**config.mk**
```make
export PLATFORM = sky130hd
export DESIGN_NAME = credit_pool
export DESIGN_NICKNAME = d
export VERILOG_FILES = /design/src/rtl/credit_pkg.sv /design/src/rtl/credit_chan.sv /design/src/rtl/credit_pool.sv
export SDC_FILE = /design/constraint.sdc
export NUM_CORES = 1
export LEC_CHECK = 0
export ABC_AREA = 1
export CORE_UTILIZATION = 54
export DETAILED_ROUTE_END_ITERATION = 8
export HOLD_SLACK_MARGIN = 0.02
export MAX_ROUTING_LAYER = met4
export PLACE_DENSITY = 0.86
export SLEW_MARGIN = 5
export SYNTH_ARGS = -nofsm -noshare
export SYNTH_HDL_FRONTEND = slang
export SYNTH_SLANG_ARGS = --single-unit
```
**constraint.sdc**
```tcl
create_clock -name clk -period 4.8 [get_ports clk]
set_input_delay 1.2 -clock clk [delete_from_list [all_inputs] [get_ports clk]]
set_output_delay 1.2 -clock clk [all_outputs]
set_load 0.05 [all_outputs]
```
**src/rtl/credit_pkg.sv**
```systemverilog
// Width helpers and default sizing shared between the credit pool and the
// sender scheduler that consumes its pick index and credit counts.
package credit_pkg;

  // Index width that never collapses to zero for a single-channel pool.
  function automatic int idx_width(input int n);
    return (n <= 1) ? 1 : $clog2(n);
  endfunction

  function automatic int cnt_width(input int max_credits);
    return (max_credits < 1) ? 1 : $clog2(max_credits + 1);
  endfunction

  localparam int DEF_NUM_CH      = 4;
  localparam int DEF_CREDITS_MAX = 8;
  localparam int DEF_INC_W       = 2;
  localparam int DEF_CNT_W       = cnt_width(DEF_CREDITS_MAX);
  localparam int DEF_IDX_W       = idx_width(DEF_NUM_CH);

  typedef logic [DEF_IDX_W-1:0] ch_idx_t;
  typedef logic [DEF_CNT_W-1:0] credit_cnt_t;

endpackage

```
**src/rtl/credit_chan.sv**
```systemverilog
// One channel's saturating credit counter with sticky overflow/underflow
// flags; a new error in the same cycle as err_clr keeps its flag set.
module credit_chan
  import credit_pkg::*;
#(
  parameter int CREDITS_MAX  = DEF_CREDITS_MAX,
  parameter int CREDITS_INIT = CREDITS_MAX,
  parameter int INC_W        = DEF_INC_W,
  parameter int CNT_WIDTH    = cnt_width(CREDITS_MAX)
) (
  input  logic                 clk,
  input  logic                 rst,
  input  logic [INC_W-1:0]     add,
  input  logic                 sub,
  input  logic                 err_clr,
  output logic [CNT_WIDTH-1:0] count,
  output logic                 has_credits,
  output logic                 full,
  output logic                 ovf_err,
  output logic                 unf_err
);

  localparam int SUM_W = CNT_WIDTH + INC_W + 1;

  logic [CNT_WIDTH-1:0] count_q, count_d;
  logic                 ovf_q, ovf_d;
  logic                 unf_q, unf_d;
  logic [SUM_W-1:0]     sum;
  logic [SUM_W-1:0]     sub_w;
  logic [SUM_W-1:0]     diff;

  always_comb begin
    sum     = SUM_W'(count_q) + SUM_W'(add);
    sub_w   = SUM_W'(sub);
    diff    = sum - sub_w;
    count_d = count_q;
    ovf_d   = ovf_q & ~err_clr;
    unf_d   = unf_q & ~err_clr;
    // Returns and consumes net out before saturation is applied.
    if (sum < sub_w) begin
      count_d = '0;
      unf_d   = 1'b1;
    end else if (diff > SUM_W'(CREDITS_MAX)) begin
      count_d = CNT_WIDTH'(CREDITS_MAX);
      ovf_d   = 1'b1;
    end else begin
      count_d = diff[CNT_WIDTH-1:0];
    end
  end

  always_ff @(posedge clk) begin
    if (rst) begin
      count_q <= CNT_WIDTH'(CREDITS_INIT);
      ovf_q   <= 1'b0;
      unf_q   <= 1'b0;
    end else begin
      count_q <= count_d;
      ovf_q   <= ovf_d;
      unf_q   <= unf_d;
    end
  end

  assign count       = count_q;
  assign has_credits = (count_q != '0);
  assign full        = (count_q == CNT_WIDTH'(CREDITS_MAX));
  assign ovf_err     = ovf_q;
  assign unf_err     = unf_q;

endmodule

```
**src/rtl/credit_pool.sv**
```systemverilog
// Multi-channel credit tracker with a round-robin picker that hands out one
// credit per cycle to the scheduler from any channel holding credits.
module credit_pool
  import credit_pkg::*;
#(
  parameter int NUM_CH       = DEF_NUM_CH,
  parameter int CREDITS_MAX  = DEF_CREDITS_MAX,
  parameter int CREDITS_INIT = CREDITS_MAX,
  parameter int INC_W        = DEF_INC_W,
  parameter int CNT_WIDTH    = cnt_width(CREDITS_MAX),
  parameter int IDX_W        = idx_width(NUM_CH)
) (
  input  logic                        clk,
  input  logic                        rst,
  input  logic [NUM_CH-1:0]           inc_en,
  input  logic [NUM_CH*INC_W-1:0]     inc_amt,
  input  logic [NUM_CH-1:0]           dec,
  input  logic                        pick_req,
  output logic                        pick_valid,
  output logic [IDX_W-1:0]            pick_idx,
  input  logic                        err_clr,
  output logic [NUM_CH*CNT_WIDTH-1:0] credits,
  output logic [NUM_CH-1:0]           has_credits,
  output logic [NUM_CH-1:0]           full,
  output logic [NUM_CH-1:0]           ovf_err,
  output logic [NUM_CH-1:0]           unf_err
);

  logic [IDX_W-1:0]  ptr_q, ptr_d;
  logic [NUM_CH-1:0] pickable;
  logic [IDX_W:0]    cand;
  logic              grant;

  // A channel being consumed directly this cycle is skipped so that no
  // channel ever loses two credits in one cycle.
  always_comb begin
    pickable   = has_credits & ~dec;
    pick_valid = 1'b0;
    pick_idx   = '0;
    cand       = '0;
    for (int k = 0; k < NUM_CH; k++) begin
      cand = {1'b0, ptr_q} + (IDX_W+1)'(k);
      if (cand >= (IDX_W+1)'(NUM_CH)) begin
        cand = cand - (IDX_W+1)'(NUM_CH);
      end
      if (!pick_valid && pickable[cand[IDX_W-1:0]]) begin
        pick_valid = 1'b1;
        pick_idx   = cand[IDX_W-1:0];
      end
    end
  end

  assign grant = pick_req & pick_valid;

  always_comb begin
    ptr_d = ptr_q;
    if (grant) begin
      ptr_d = (pick_idx == IDX_W'(NUM_CH - 1)) ? '0 : pick_idx + IDX_W'(1);
    end
  end

  always_ff @(posedge clk) begin
    if (rst) begin
      ptr_q <= '0;
    end else begin
      ptr_q <= ptr_d;
    end
  end

  for (genvar i = 0; i < NUM_CH; i++) begin : g_chan
    logic [INC_W-1:0] add;
    logic             sub;

    assign add = inc_en[i] ? inc_amt[i*INC_W +: INC_W] : '0;
    assign sub = dec[i] | (grant && (pick_idx == IDX_W'(i)));

    credit_chan #(
      .CREDITS_MAX  (CREDITS_MAX),
      .CREDITS_INIT (CREDITS_INIT),
      .INC_W        (INC_W),
      .CNT_WIDTH    (CNT_WIDTH)
    ) u_chan (
      .clk         (clk),
      .rst         (rst),
      .add         (add),
      .sub         (sub),
      .err_clr     (err_clr),
      .count       (credits[i*CNT_WIDTH +: CNT_WIDTH]),
      .has_credits (has_credits[i]),
      .full        (full[i]),
      .ovf_err     (ovf_err[i]),
      .unf_err     (unf_err[i])
    );
  end

endmodule

```
==> qor.txt <==
CTS tree = done
1st-pass router iterations = 4
Rows = 23
Worst Hold Class = flop to flop
Area of the multi-input gates = 1390 um^2
Met2 Track Usage GR = 40.9%
Reg clk slew, reported paths = 0.10 ns
Peak Freq = 0.235 GHz
Vias/cell = 4.88
Register bit total from synthesis = 26
Startpoint types = input pin
Outcome = finished, final reports clean
Global route hottest layer = met2
CTS HTree Levels = 1
Fin crit share = 88.8%
R2R Setup Slk = 1.59 ns
Post-synth top flop = dfxtp_1
Critical R2R Launch = ptr_q[0]$_SDFFE_PP0P_
Mapped cell area = 2280 um^2
Final ANT Viol Nets = 0
Most common cell in the netlist = nand2_1
Largest net degree at the start of global routing = 16
Mapped Nets = 389
Layout filler cell count = 349
Worst-case clock buffer depth = 2
DR iter-0 viols = 92
Worst skew pair latency = 0.27 ns
Largest cells by area after synthesis = dfxtp_1, nand2_1, ha_1
Post-Synth Adder-Cell Area = 14.5%
Die Span Y = 67.0 um
Post-route DRC = 0
CTS root buffer = clkbuf_8
Hold depth = 2
Cells on worst reg2reg path = 22
Synth-to-layout area growth = 23.3%
Met3 usage = 3.08%
Largest family of logic cells by synthesized area = simple AND/OR/NAND/NOR gates
Fin crit period = 4.26 ns
Buffers inserted by post-CTS timing repair = 0
Synth Area in Simple Gates = 34.1%
PortBufs = 54
Initial antenna violation count = 0
Final setup vio count = 0
Core area = 4030 um^2
Multiplexer share of the synthesized area = 0%
Post-Syn Instances = 345
Initial Utilization = 56.7%
Hold EP = g_chan[2].u_chan.ovf_err$_SDFF_PP0_
DIE WIDTH = 67.0 um
Share of layout cells above drive strength 1 = 6.23%
Netlist cell types = 32
RSZ-0062 raised after global routing = no
Io pins = 55
WP data arrival = 3.06 ns
Slew Viols, Final = 0
Gpl congestion = 0.852
WL final = 4.69 mm
Sequential standard cell area = 520 um^2
Worst Path Required = 3.60 ns
Total gr overflow = 0
Routed len/inst = 10.8 um
Top cell type's share of synthesized area = 22.8%
Most frequent cells after synthesis = nand2_1, inv_1, nor2_1
Setup TNS = 0 ns
Worst Hold Launch = g_chan[2].u_chan.ovf_err$_SDFF_PP0_
Post_cts resized = 0
Critical path class = input pin to primary output
Setup WS post-layout = 0.536 ns
# Max-Cap Violations = 0
Worst R2R End = g_chan[0].u_chan.ovf_err$_SDFF_PP0_
Hold-fix buffers at CTS = 0
Number of synthesized flops with an enable pin = 0
Worst Skew = 0.0113 ns
Total GRT Usage = 22.7%
CTS buffer count = 3
Final hold vios = 0
Syn_area_per_cell = 6.62 um^2
Largest area contributor in the netlist = dfxtp_1
Met1 usage = 25.7%
Synth Area in Compound Gates = 5.91%
Slew headroom = 65.9%
Critical Path Fanout Max = 4
Yosys Warn Count = 0
Clock sink count = 26
Share of flip-flops with an asynchronous set or reset = 0%
Worst Setup End Kind = primary output
N_diodes = 0
Hold WS = 0.472 ns
HPWL Detailed = 3.98 mm
Seq/Total Area, Yosys = 22.8%
First-pass GRT wire length = 7.69 mm
Post-layout nets = 430
Tightest Pin Transition = 0.510 ns
Post-Place Setup Slack = 0.548 ns
Synth Area in XOR/XNOR = 6.30%
Vias in the first global route = 1947
Total vias in the final route = 2121
Die area = 4500 um^2
[flip-flops by register name, summed over array words and instances (netlist names)]
| name | flops |
|---|---|
| g_chan.u_chan.count | 16 |
| g_chan.u_chan.ovf_err | 4 |
| g_chan.u_chan.unf_err | 4 |
| ptr_q | 2 |
[cells by family after synthesis]
| kind of cell | count (synthesis) |
|---|---|
| AND/OR/NAND/NOR | 176 |
| AO/OA/AOI/OAI | 25 |
| flip-flops | 26 |
| buffers and inverters | 81 |
| XOR/XNOR | 13 |
| adder cells (fa/ha/maj) | 24 |
[worst max-delay path: stages]
cell,delay [ns]
clkdlybuf4s50_1,0.46
inv_1,0.06
nand3_1,0.10
nand2_1,0.09
o21ai_0,0.16
inv_1,0.09
nor2_4,0.16
inv_1,0.06
clkdlybuf4s50_1,0.69
[layer usage]
layer	part of all wire [%]	up-vias	wire, um
met5	0	-	0
met4	0.70	0	33
met3	3.8	4	179
met2	51	48	2410
met1	44	936	2070
li1	-	1133	-
[worst max path at each step]
stage,from,to,depth (start not counted)
detailed placement,dec[2],pick_valid,9
finish,dec[2],pick_valid,9
global route,dec[2],pick_valid,9
CTS,dec[2],pick_valid,9
floorplan,dec[2],g_chan[1].u_chan.count[2]$_SDFF_PP0_,18
global placement,dec[3],pick_valid,9
[cell type report]
| type | instances | share of cell area [%] |
|---|---|---|
| Clock buffer | 3 | 1.47 |
| Sequential cell | 26 | 18.5 |
| Multi-Input combinational cell | 238 | 49.2 |
| Timing Repair Buffer | 55 | 19.3 |
| Inverter | 62 | 8.26 |
| Clock inverter | 1 | 1.07 |
| Tap cell | 50 | 2.22 |
[placed cells by master (no fill, tap or decap), types with 2 or more instances in the layout]
master / Yosys / final
a21oi_1: 13 / 13
buf_4: 17 / 3
clkbuf_8: 0 / 3
clkdlybuf4s50_1: 0 / 52
dfxtp_1: 26 / 26
fa_1: 4 / 4
ha_1: 20 / 20
inv_1: 60 / 60
nand2_1: 86 / 86
nand2_2: 4 / 4
nand3_1: 25 / 25
nand3_2: 2 / 2
nand4_1: 2 / 2
nor2_1: 42 / 42
nor2_4: 2 / 2
nor3_1: 4 / 4
nor4_1: 4 / 4
o21ai_0: 9 / 9
xnor2_1: 2 / 2
xor2_1: 7 / 7
xor2_2: 3 / 3
[per-stage QoR]
stage               instance area (um^2)  cells  util (%)
global placement                    2750    431      68.2
global route                        2820    435      69.9
CTS                                 2820    435      69.9
detailed placement                  2750    431      68.2
floorplan                           2280    345         -
finish                              2820    435      69.9
Power is left out: the tool's default activity adds up to more than one toggle a clock period on the data nets, which glitch-free logic cannot reach.
